<file path="src/rtl/instr_encode_loader.sv">
// Instruction encoder/loader: packs fields into 32-bit words, buffers them, writes to memory.
// Optional ILLEGAL_ENCODING_CHECK_EN drops words outside the legal opcode/func set.
module instr_encode_loader #(
  parameter int ADDR_W     = 10,
  parameter int FIFO_DEPTH = 4
) (
  input  logic              clk,
  input  logic              rst,
  input  logic              start,
  input  logic [ADDR_W-1:0] base_addr,
  input  logic              end_req,
  input  logic              in_valid,
  output logic              in_ready,
  input  logic [1:0]        in_opcode,
  input  logic [3:0]        in_func,
  input  logic [4:0]        in_rs,
  input  logic [4:0]        in_rt,
  input  logic [15:0]       in_imm,
  output logic              mem_we,
  output logic [ADDR_W-1:0] mem_addr,
  output logic [31:0]       mem_wdata,
  input  logic              mem_ready,
  output logic              done,
  output logic              busy,
  output logic              wrap_err,
  output logic              illegal,
  output logic [ADDR_W:0]   word_cnt
);

  localparam int PW = $clog2(FIFO_DEPTH);

  typedef enum logic [1:0] {
    S_IDLE, S_LOAD, S_FLUSH, S_DONE
  } state_t;

  state_t            state_q, state_d;
  logic [31:0]       fifo_q [FIFO_DEPTH];
  logic [PW-1:0]     rd_q, wr_q;
  logic [PW:0]       cnt_q, cnt_d;
  logic [ADDR_W-1:0] addr_q, addr_d;
  logic [ADDR_W:0]   wcnt_q, wcnt_d;
  logic              wrap_q, wrap_d;

  logic        active, full, empty;
  logic        xfer, enq, deq, sess_go;
  logic [31:0] enc;

  assign active  = (state_q == S_LOAD) || (state_q == S_FLUSH);
  assign full    = (cnt_q == (PW+1)'(FIFO_DEPTH));
  assign empty   = (cnt_q == '0);
  assign sess_go = (state_q == S_IDLE) && start;

  assign in_ready = (state_q == S_LOAD) && !full;
  assign xfer     = in_valid && in_ready;
  assign enc      = {in_opcode, in_rs, in_rt, in_imm, in_func};

  assign mem_we    = active && !empty;
  assign deq       = mem_we && mem_ready;
  assign mem_wdata = fifo_q[rd_q];
  assign mem_addr  = addr_q;
  assign word_cnt  = wcnt_q;
  assign wrap_err  = wrap_q;
  assign done      = (state_q == S_DONE);
  assign busy      = active;

`ifdef ILLEGAL_ENCODING_CHECK_EN
  logic legal;
  logic ill_q;

  always_comb begin
    legal = 1'b0;
    unique case (in_opcode)
      2'd0:    legal = (in_func != 4'd8) && (in_func != 4'd9);
      2'd3:    legal = (in_func <= 4'd7) ||
                       ((in_func >= 4'd9) && (in_func <= 4'd12));
      default: legal = 1'b0;
    endcase
  end

  always_ff @(posedge clk) begin
    if (rst) begin
      ill_q <= 1'b0;
    end else if (sess_go) begin
      ill_q <= 1'b0;
    end else if (xfer && !legal) begin
      ill_q <= 1'b1;
    end
  end

  assign enq     = xfer && legal;
  assign illegal = ill_q;
`else
  assign enq     = xfer;
  assign illegal = 1'b0;
`endif

  always_comb begin
    state_d = state_q;
    addr_d  = addr_q;
    wcnt_d  = wcnt_q;
    wrap_d  = wrap_q;
    unique case (state_q)
      S_IDLE: begin
        if (start) begin
          state_d = S_LOAD;
          addr_d  = base_addr;
          wcnt_d  = '0;
          wrap_d  = 1'b0;
        end
      end
      S_LOAD:  if (end_req) state_d = S_FLUSH;
      S_FLUSH: if (empty) state_d = S_DONE;
      S_DONE:  state_d = S_IDLE;
      default: state_d = S_IDLE;
    endcase
    // deq only happens in LOAD/FLUSH, so it never races the start load
    if (deq) begin
      addr_d = addr_q + ADDR_W'(1);
      wcnt_d = wcnt_q + (ADDR_W+1)'(1);
      if (&addr_q) wrap_d = 1'b1;
    end
  end

  always_comb begin
    cnt_d = cnt_q;
    unique case ({enq, deq})
      2'b10:   cnt_d = cnt_q + (PW+1)'(1);
      2'b01:   cnt_d = cnt_q - (PW+1)'(1);
      default: cnt_d = cnt_q;
    endcase
  end

  always_ff @(posedge clk) begin
    if (rst) begin
      state_q <= S_IDLE;
      rd_q    <= '0;
      wr_q    <= '0;
      cnt_q   <= '0;
      addr_q  <= '0;
      wcnt_q  <= '0;
      wrap_q  <= 1'b0;
    end else begin
      state_q <= state_d;
      cnt_q   <= cnt_d;
      addr_q  <= addr_d;
      wcnt_q  <= wcnt_d;
      wrap_q  <= wrap_d;
      if (enq) wr_q <= wr_q + PW'(1);
      if (deq) rd_q <= rd_q + PW'(1);
    end
  end

  always_ff @(posedge clk) begin
    if (enq) fifo_q[wr_q] <= enc;
  end

endmodule

</file>
<file path="config.mk">
export PLATFORM = sky130hd
export DESIGN_NAME = instr_encode_loader
export DESIGN_NICKNAME = d
export VERILOG_FILES = /design/src/rtl/instr_encode_loader.sv
export SDC_FILE = /design/constraint.sdc
export NUM_CORES = 1
export LEC_CHECK = 0
export BUFFER_PORTS_ARGS = -buffer_cell sky130_fd_sc_hd__buf_2
export CELL_PAD_IN_SITES_DETAIL_PLACEMENT = 2
export CELL_PAD_IN_SITES_GLOBAL_PLACEMENT = 2
export CORE_UTILIZATION = 40
export DETAILED_ROUTE_END_ITERATION = 6
export GPL_TIMING_DRIVEN = 0
export PLACE_DENSITY_LB_ADDON = 0.2
export SLEW_MARGIN = 20
export SYNTH_ARGS = -nofsm -noshare
export SYNTH_HDL_FRONTEND = slang
export SYNTH_SLANG_ARGS = --single-unit
</file>
<file path="constraint.sdc">
create_clock -name clk -period 3.21 [get_ports clk]
set_clock_uncertainty 0.1 [all_clocks]
set_input_delay 0.321 -clock clk [delete_from_list [all_inputs] [get_ports clk]]
set_output_delay 0.321 -clock clk [all_outputs]
set_load 0.03 [all_outputs]
</file>
==> flow_results.org, run 1 <==
** Route
- Total routed wirelength :: 16500 µm
- Number of DRC violations after detailed routing :: 0
- Average routed wire per standard cell :: 22.4 µm
- Antenna violation net count after detailed routing :: 0
- Detailed-routing iteration count for the pre-antenna-repair pass :: 5
- Iteration-0 DRC Markers :: 187
- Routed via count :: 3905
- After detailed routing, the number of vias per cell comes to 5.32.

** Logic synthesis
- The synthesized design contains 161 register bits.
- Synth Area per Inst :: 16.7 µm²
- Post-synth net total :: 441
- Most common cell in the synthesized netlist :: edfxtp_1
- Area leader, netlist :: edfxtp_1
- The cell area that synthesis handed to floorplanning was 0.00636 mm².
- For this run, the register share of the synthesized area comes to 0.708.
- Gate count after technology mapping :: 381
- Cell types with the highest counts after synthesis :: edfxtp_1 (128), dfxtp_1 (33), mux4_2 (32)
- Number of warnings printed during yosys synthesis :: 0
- Area share of the largest cell type after synthesis :: 0.604
- Count of flip-flops with a built-in enable after synthesis :: 128
- Cell types with the largest area share after synthesis :: edfxtp_1 (60%), mux4_2 (11%), dfxtp_1 (10%)
- Post-synthesis async set-or-reset flop share :: 0
- Top_reg_cell synth :: edfxtp_1
- Count of cell types in the netlist :: 50

** Worst setup path
- Crit Path Class :: flop to flop
- Biggest cell delay along the critical path :: 0.38 ns
- Among all stages on the critical path, the largest delay is contributed by fa_1.
- Data arrival time of the worst path :: 3.16 ns
- The worst setup path is launched from a flop.
- The endpoint identified for the worst register-to-register timing path is cnt_q[2]$_SDFFE_PP0P_.
- The critical path starts at state_q[0]$_SDFFE_PP0P_.
- In this run the worst path has a maximum fanout of 10.
- Critical path data required time :: 3.45 ns
- Measured in cells, the most critical reg-to-reg path has a length of 11.
- Worst R2R Setup Slack :: 0.28 ns
- Crit Reg-Reg Startpoint :: state_q[0]$_SDFFE_PP0P_
- The critical path ends at cnt_q[2]$_SDFFE_PP0P_.
- Ordered list of cells on the worst path :: inv_1 > ha_1 > o311ai_2 > inv_2 > buf_2 > ha_1 > inv_1 > fa_1 > xor2_1 > or3_1 > a21oi_1
- The worst setup path is captured at a flop.

** STA
- Setup violations remaining at the end of the flow were counted as 0.
- Worst relative slew slack :: 0.543
- Dividing the final minimum period by the clock period gives 0.911.
- Min Clock Period, post-route :: 2.93 ns
- Sum of negative setup slack :: 0 ns
- Setup repair after global routing missed its margin :: false
- The final hold violation count was 0.
- Max-slew violation total from the final report :: 0
- At the pin with the least slew margin, the transition time is 0.675 ns.
- Highest achievable clock rate :: 342 MHz
- The tightest hold path in the finished design has a slack of 0.0173 ns.

** Layout
- Layout Cells excl Fill :: 734
- Layout Area Growth over Synthesis :: 22.6%
- The net count of the finished layout is 570.
- Fraction of layout instances using a drive strength above 1 :: 0.351

** Clocking
- The cell sitting at the root of the clock tree is a clkbuf_16.
- For this design, the sink count on the clock tree is 161.
- Clock-pin slew was measured on the worst setup and hold paths at 0.06 ns.
- Clk Latency, worst-skew pair :: 0.42 ns
- Clock buffer count from CTS :: 17
- TritonCTS built the clock tree.
- Number of buffers added for setup after CTS :: 0
- Maximum clock path buffer count :: 2
- In this run the number of H-tree levels came out at 4.

** Floorplan
- Row generation in the floorplan step produced 45 rows.
- Die ar. :: 0.0164 mm²
- From bottom edge to top edge, the die measures 128 µm.
- Starting density of the core :: 0.414
- Horizontal die dimension :: 128 µm
- 107 I/O pins were placed.
- Area of the core region :: 0.0154 mm²

** Global route
- Initial antenna violation count :: 1
- Across every metal layer, demand over resource in global routing totals 0.213.
- The via count of the first global-routing pass was 4334.
- Pin count of the biggest net entering global routing :: 27
- Congestion Overflow GR :: 0
- The first global-routing pass estimated 25300 µm of wire.

** Placed design
- Routability-driven placement finished with a final weighted congestion of 0.758.
- Summed over all nets, the half-perimeter wirelength after detailed placement is 11100 µm.
- Cell Count Post-Placement :: 701
- IO buf count :: 105

** Power and ir drop
- In this run the power density over the cells is 728 mW/mm².
- For this design the static power due to leakage is 0.00274 µW.
- Worst IR Drop VDD :: 0.000478 V

** Outcome
- The flow ran to the end, and the final reports show no timing, DRC or antenna violations.

** Hold path
- In this run the worst hold path is classified as primary input to flop.

** Flow run
- Max-Cap Viols :: 0
-- layout by cell type (no fill, tap or decap), types with 12 or more instances in the layout --
master and instances:
clkbuf_1 13, clkbuf_16 17, buf_2 113, o21ai_1 12, edfxtp_1 128, dfxtp_1 33
nor2_1 23, mux4_2 32, a21oi_1 23
-- where the power goes --
group / internal, µW / leakage (µW) / total, µW / switching [µW]
registers: 2420 / 0.00142 / 2520 / 107
clock network: 1140 / 0.000259 / 1940 / 804
logic: 413 / 0.00106 / 1220 / 802
total: 3970 / 0.00274 / 5680 / 1710
-- critical path: cells and delay by family, from the launching register on --
family,cells,cell delay [ns]
adder cells (fa/ha/maj),3,0.99
buffers and inverters,4,0.56
flip-flops,1,0.36
AO/OA/AOI/OAI,2,0.36
AND/OR/NAND/NOR,1,0.31
XOR/XNOR,1,0.16
-- metrics by stage --
stage / total power [µW] / setup slack (ns) / util / area [µm²]
after global routing: 5910 / 0.0849 / 0.508 / 7800
after floorplan: 3370 / 0.476 / - / 6360
after global placement: 3720 / 0.394 / 0.465 / 7150
final: 5680 / 0.284 / 0.508 / 7800
after detailed placement: 3790 / 0.303 / 0.471 / 7240
after CTS: 5750 / 0.249 / 0.508 / 7800
-- per-layer routing --
metal  track usage  vias up  part of all wire
met2         0.363       99              0.51
met1         0.268     2032              0.44
met5             0        -                 0
li1              -     1769                 -
met3        0.0659        5             0.049
met4        0.0478        0            0.0055
-- state kept, by name, summed over array words and instances, names as in the netlist, named ones only --
| name | count |
|---|---|
| state_q | 2 |
| rd_q | 2 |
| mem_addr | 10 |
| wr_q | 2 |
| fifo_q | 128 |
| cnt_q | 3 |
| word_cnt | 11 |
| wrap_err | 1 |
-- worst min path at each step --
stage | from | to | slack (ns) | depth (start not counted)
finish | in_rt[1] | fifo_q[2][21]$_DFFE_PP_ | 0.02 | 1
global route | in_rs[4] | fifo_q[2][29]$_DFFE_PP_ | 0.002 | 1
CTS | in_rs[4] | fifo_q[2][29]$_DFFE_PP_ | 0.004 | 1
detailed placement | word_cnt[10]$_SDFFE_PP0P_ | word_cnt[10]$_SDFFE_PP0P_ | 0.40 | 2
global placement | word_cnt[7]$_SDFFE_PP0P_ | word_cnt[7]$_SDFFE_PP0P_ | 0.39 | 2
floorplan | rst | mem_addr[9]$_SDFFE_PP0P_ | 0.30 | 1
-- logic make-up after synthesis --
| logic type | count (synthesis) | synth area share |
|---|---|---|
| buf+inv | 31 | 0.0204 |
| flops | 161 | 0.708 |
| other cells | 1 | 0.000589 |
| compound gates | 63 | 0.0639 |
| simple gates | 74 | 0.0592 |
| fa+ha+maj | 12 | 0.0248 |
| mux | 34 | 0.116 |
| xor+xnor | 5 | 0.00688 |
-- layout make-up --
class | count | area, µm²
Fill cell | 1470 | 7570
Sequential cell | 161 | 4500
Multi-Input combinational cell | 189 | 1730
Timing Repair Buffer | 110 | 616
Clock buffer | 21 | 440
Tap cell | 211 | 264
Clock inverter | 10 | 113
Buffer | 19 | 85.1
Inverter | 12 | 45.0
Antenna cell | 1 | 2.50
-- timing repair --
action / in CTS / in global routing
hold buffers: 1 / 0
hold endpoints to repair: 2 / 0
gates resized for setup: 0 / 0
setup endpoints to repair: 0 / 0
Note: power is estimated with default switching activity, not from simulation.
==> run 2, diff against run 1 <==
CORE_UTILIZATION = 43   (was 40)
clock period = 3.77 ns   (was 3.21 ns; I/O delays follow)
==> flow_results.org, run 2 (same netlist as run 1, synthesis figures left out) <==
** Outcome
- Status :: finished clean

** Power and ir drop
- The static leakage power was 0.00277 µW (+0.99%).
- PD cells :: 647 mW/mm² (-11%)
- The total power draw was 5050 µW (-11%).
- The maximum resistive drop on vdd is 0.000385 V (-20%).

** Worst setup path
- End of the critical path :: cnt_q[2]$_SDFFE_PP0P_
- The required time of the worst setup path came to 4.02 ns (+0.57 ns).
- STA classifies the critical path endpoint as a flop.
- Ordered list of cells on the worst path :: inv_1 > ha_1 > o311ai_2 > inv_2 > buf_2 > ha_1 > inv_1 > fa_1 > xor2_1 > or3_1 > a21oi_1
- Crit Reg-Reg Startpoint :: state_q[0]$_SDFFE_PP0P_
- Crit Path Class :: flop to flop
- The setup slack of the most critical reg-to-reg path was 0.66 ns (+0.38 ns).
- The most critical setup path has its startpoint at state_q[0]$_SDFFE_PP0P_.
- The maximum fanout along the worst path came to 10 (unchanged).
- The worst setup path is launched from a flop.
- The endpoint identified for the worst register-to-register timing path is cnt_q[2]$_SDFFE_PP0P_.
- Critical-path cell with the highest stage delay :: fa_1
- The arrival time at the worst endpoint came to 3.36 ns (+0.20 ns).
- Worst reg2reg path depth :: 11 (unchanged)
- The longest individual stage delay on the worst path came to 0.40 ns (+0.02 ns).

** STA
- Slew at the pin with the worst max-slew slack :: 0.787 ns (+0.112 ns)
- Setup repair after global routing left no endpoint under its margin.
- The final worst-path cycle share is 0.825 (-0.0868).
- Final setup fails :: 0 (unchanged)
- Min Clock Period, post-route :: 3.11 ns (+0.183 ns)
- Max-slew violation total from the final report :: 0 (unchanged)
- The fmax came to 322 MHz (-5.9%).
- The setup TNS came to 0 ns (unchanged).
- Worst relative slew slack :: 0.467 (-0.0759)
- The final hold violation count came to 0 (unchanged).

** Route
- The via total after detailed routing was 4134 (+5.9%).
- Average routed wire per standard cell :: 28.3 µm (+26%)
- Total routed wirelength :: 20000 µm (+22%)
- The first-pass iteration count of the detailed router was 4 (-1).
- Iteration-0 DRC Markers :: 337 (+80%)
- The number of nets with antenna violations after routing came to 0 (unchanged).
- The average vias per placed instance is 5.85 (+9.9%).
- Number of DRC violations after detailed routing :: 0 (unchanged)

** Global route
- The global-route usage over all layers is 0.280 (+0.0660).
- The total congestion overflow was 0 (unchanged).
- The via count of the first global-routing pass came to 4488 (+3.6%).
- The initial antenna violation count is 4 (+3).
- Pin count of the biggest net entering global routing :: 22 (-19%)
- First-pass GRT wire length :: 29300 µm (+16%)

** Layout
- Flip-flop count of the largest register after layout :: 128 (unchanged)
- Highest-count cells in the layout ignoring fill and taps :: edfxtp_1 (128), buf_2 (113), dfxtp_1 (33)
- Most common cell after layout, fill and taps aside :: edfxtp_1
- The share of layout cells above drive strength 1 came to 0.351 (unchanged).
- The number of nets in the layout is 569 (-0.18%).
- The synthesis-to-finish area growth came to 22.6% (about the same).
- fifo_q holds more flip-flops than any other register.

** Clocking
- The insertion delay to the later sink of the worst-skew pair was 0.43 ns (about the same).
- In this run the clock root is driven by a clkbuf_16.
- Maximum clock path buffer count :: 2 (unchanged)
- The number of post-CTS setup repair buffers came to 0 (unchanged).
- The sink count of the clock tree came to 161 (unchanged).
- Clock buffer count from CTS :: 17 (unchanged)
- Clock slew seen by the registers of the worst setup and hold paths :: 0.08 ns (+0.02 ns)
- CTS tree :: yes
- Hold-fix buffer count after cts :: 0 (-1)
- The post-cts sizing count is 0 (unchanged).
- H-tree level count :: 4 (unchanged)

** Floorplan
- The starting density of the core is 0.440 (+0.0255).
- DIE HEIGHT :: 124 µm (-3.5%)
- Number of placement rows :: 44 (-2.2%)
- The horizontal extent of the die is 124 µm (-3.5%).
- Area of the core region :: 0.0145 mm² (-5.8%)
- The I/O pin total was 107 (unchanged).
- Die ar. :: 0.0153 mm² (-6.9%)

** Hold path
- Worst hold-check path type :: primary input to flop

** Flow run
- Max-Cap Viols :: 0 (unchanged)

** Placed design
- The number of port buffers was 105 (unchanged).
- HPWL after DPL :: 12900 µm (+16%)
- The final weighted congestion in routability-driven placement came to 0.779 (+2.8%).
==> run 2: cell type report <==
class	count	area [µm²]
multi-input combinational	189	1730
timing repair buffer	109	613
buffer	19	85.1
tap	184	230
antenna	1	2.50
sequential	161	4500
fill	1287	6680
clock inverter	7	109
clock buffer	25	475
inverter	12	45.0
==> run 2: stage by stage <==
stage,cell area (µm²),util,hold slack [ns],setup WS [ns],std cells
5_1_grt,7800,0.538,0.0544,0.570,706
6_report,7800,0.539,0.0690,0.661,707
3_3_place_gp,7120,0.492,0.388,0.956,670
3_5_place_dp,7210,0.498,0.418,0.772,674
2_1_floorplan,6360,-,0.354,1.04,381
4_1_cts,7800,0.538,0.0471,0.656,706
==> run 2: report_power, final <==
part | switching [µW] | internal (µW) | leakage (µW)
Clock | 718 | 1070 | 0.000287
Sequential | 106 | 2060 | 0.00142
Combinational | 731 | 360 | 0.00106
Total | 1550 | 3490 | 0.00277
==> run 2: critical path, delay by kind of cell (launching register included) <==
kind                       cells  cell delay [ns]
DFF                            1             0.39
and+or+nand+nor                1             0.34
AOI/OAI and AO/OA              2             0.37
xor gates and xnor gates       1             0.18
adders and majority gates      3             1.03
buffers and inverters          4             0.61
==> run 2: how the worst min path moves through the flow <==
| stage | cells past startpoint | startpoint | endpoint | slack, ns |
|---|---|---|---|---|
| finish | 1 | in_rt[1] | fifo_q[1][21]$_DFFE_PP_ | 0.07 |
| global route | 1 | in_rt[1] | fifo_q[1][21]$_DFFE_PP_ | 0.05 |
| CTS | 1 | in_rt[1] | fifo_q[1][21]$_DFFE_PP_ | 0.05 |
| detailed placement | 2 | word_cnt[7]$_SDFFE_PP0P_ | word_cnt[7]$_SDFFE_PP0P_ | 0.42 |
| global placement | 2 | word_cnt[7]$_SDFFE_PP0P_ | word_cnt[7]$_SDFFE_PP0P_ | 0.39 |
| floorplan | 1 | rst | mem_addr[9]$_SDFFE_PP0P_ | 0.35 |
==> run 2: routing by layer <==
layer | track usage | vias to the layer above | share of wire
li1 | - | 1774 | -
met1 | 0.353 | 2183 | 0.41
met2 | 0.470 | 151 | 0.50
met3 | 0.0664 | 22 | 0.070
met4 | 0.0956 | 4 | 0.014
met5 | 0 | - | 0.0011
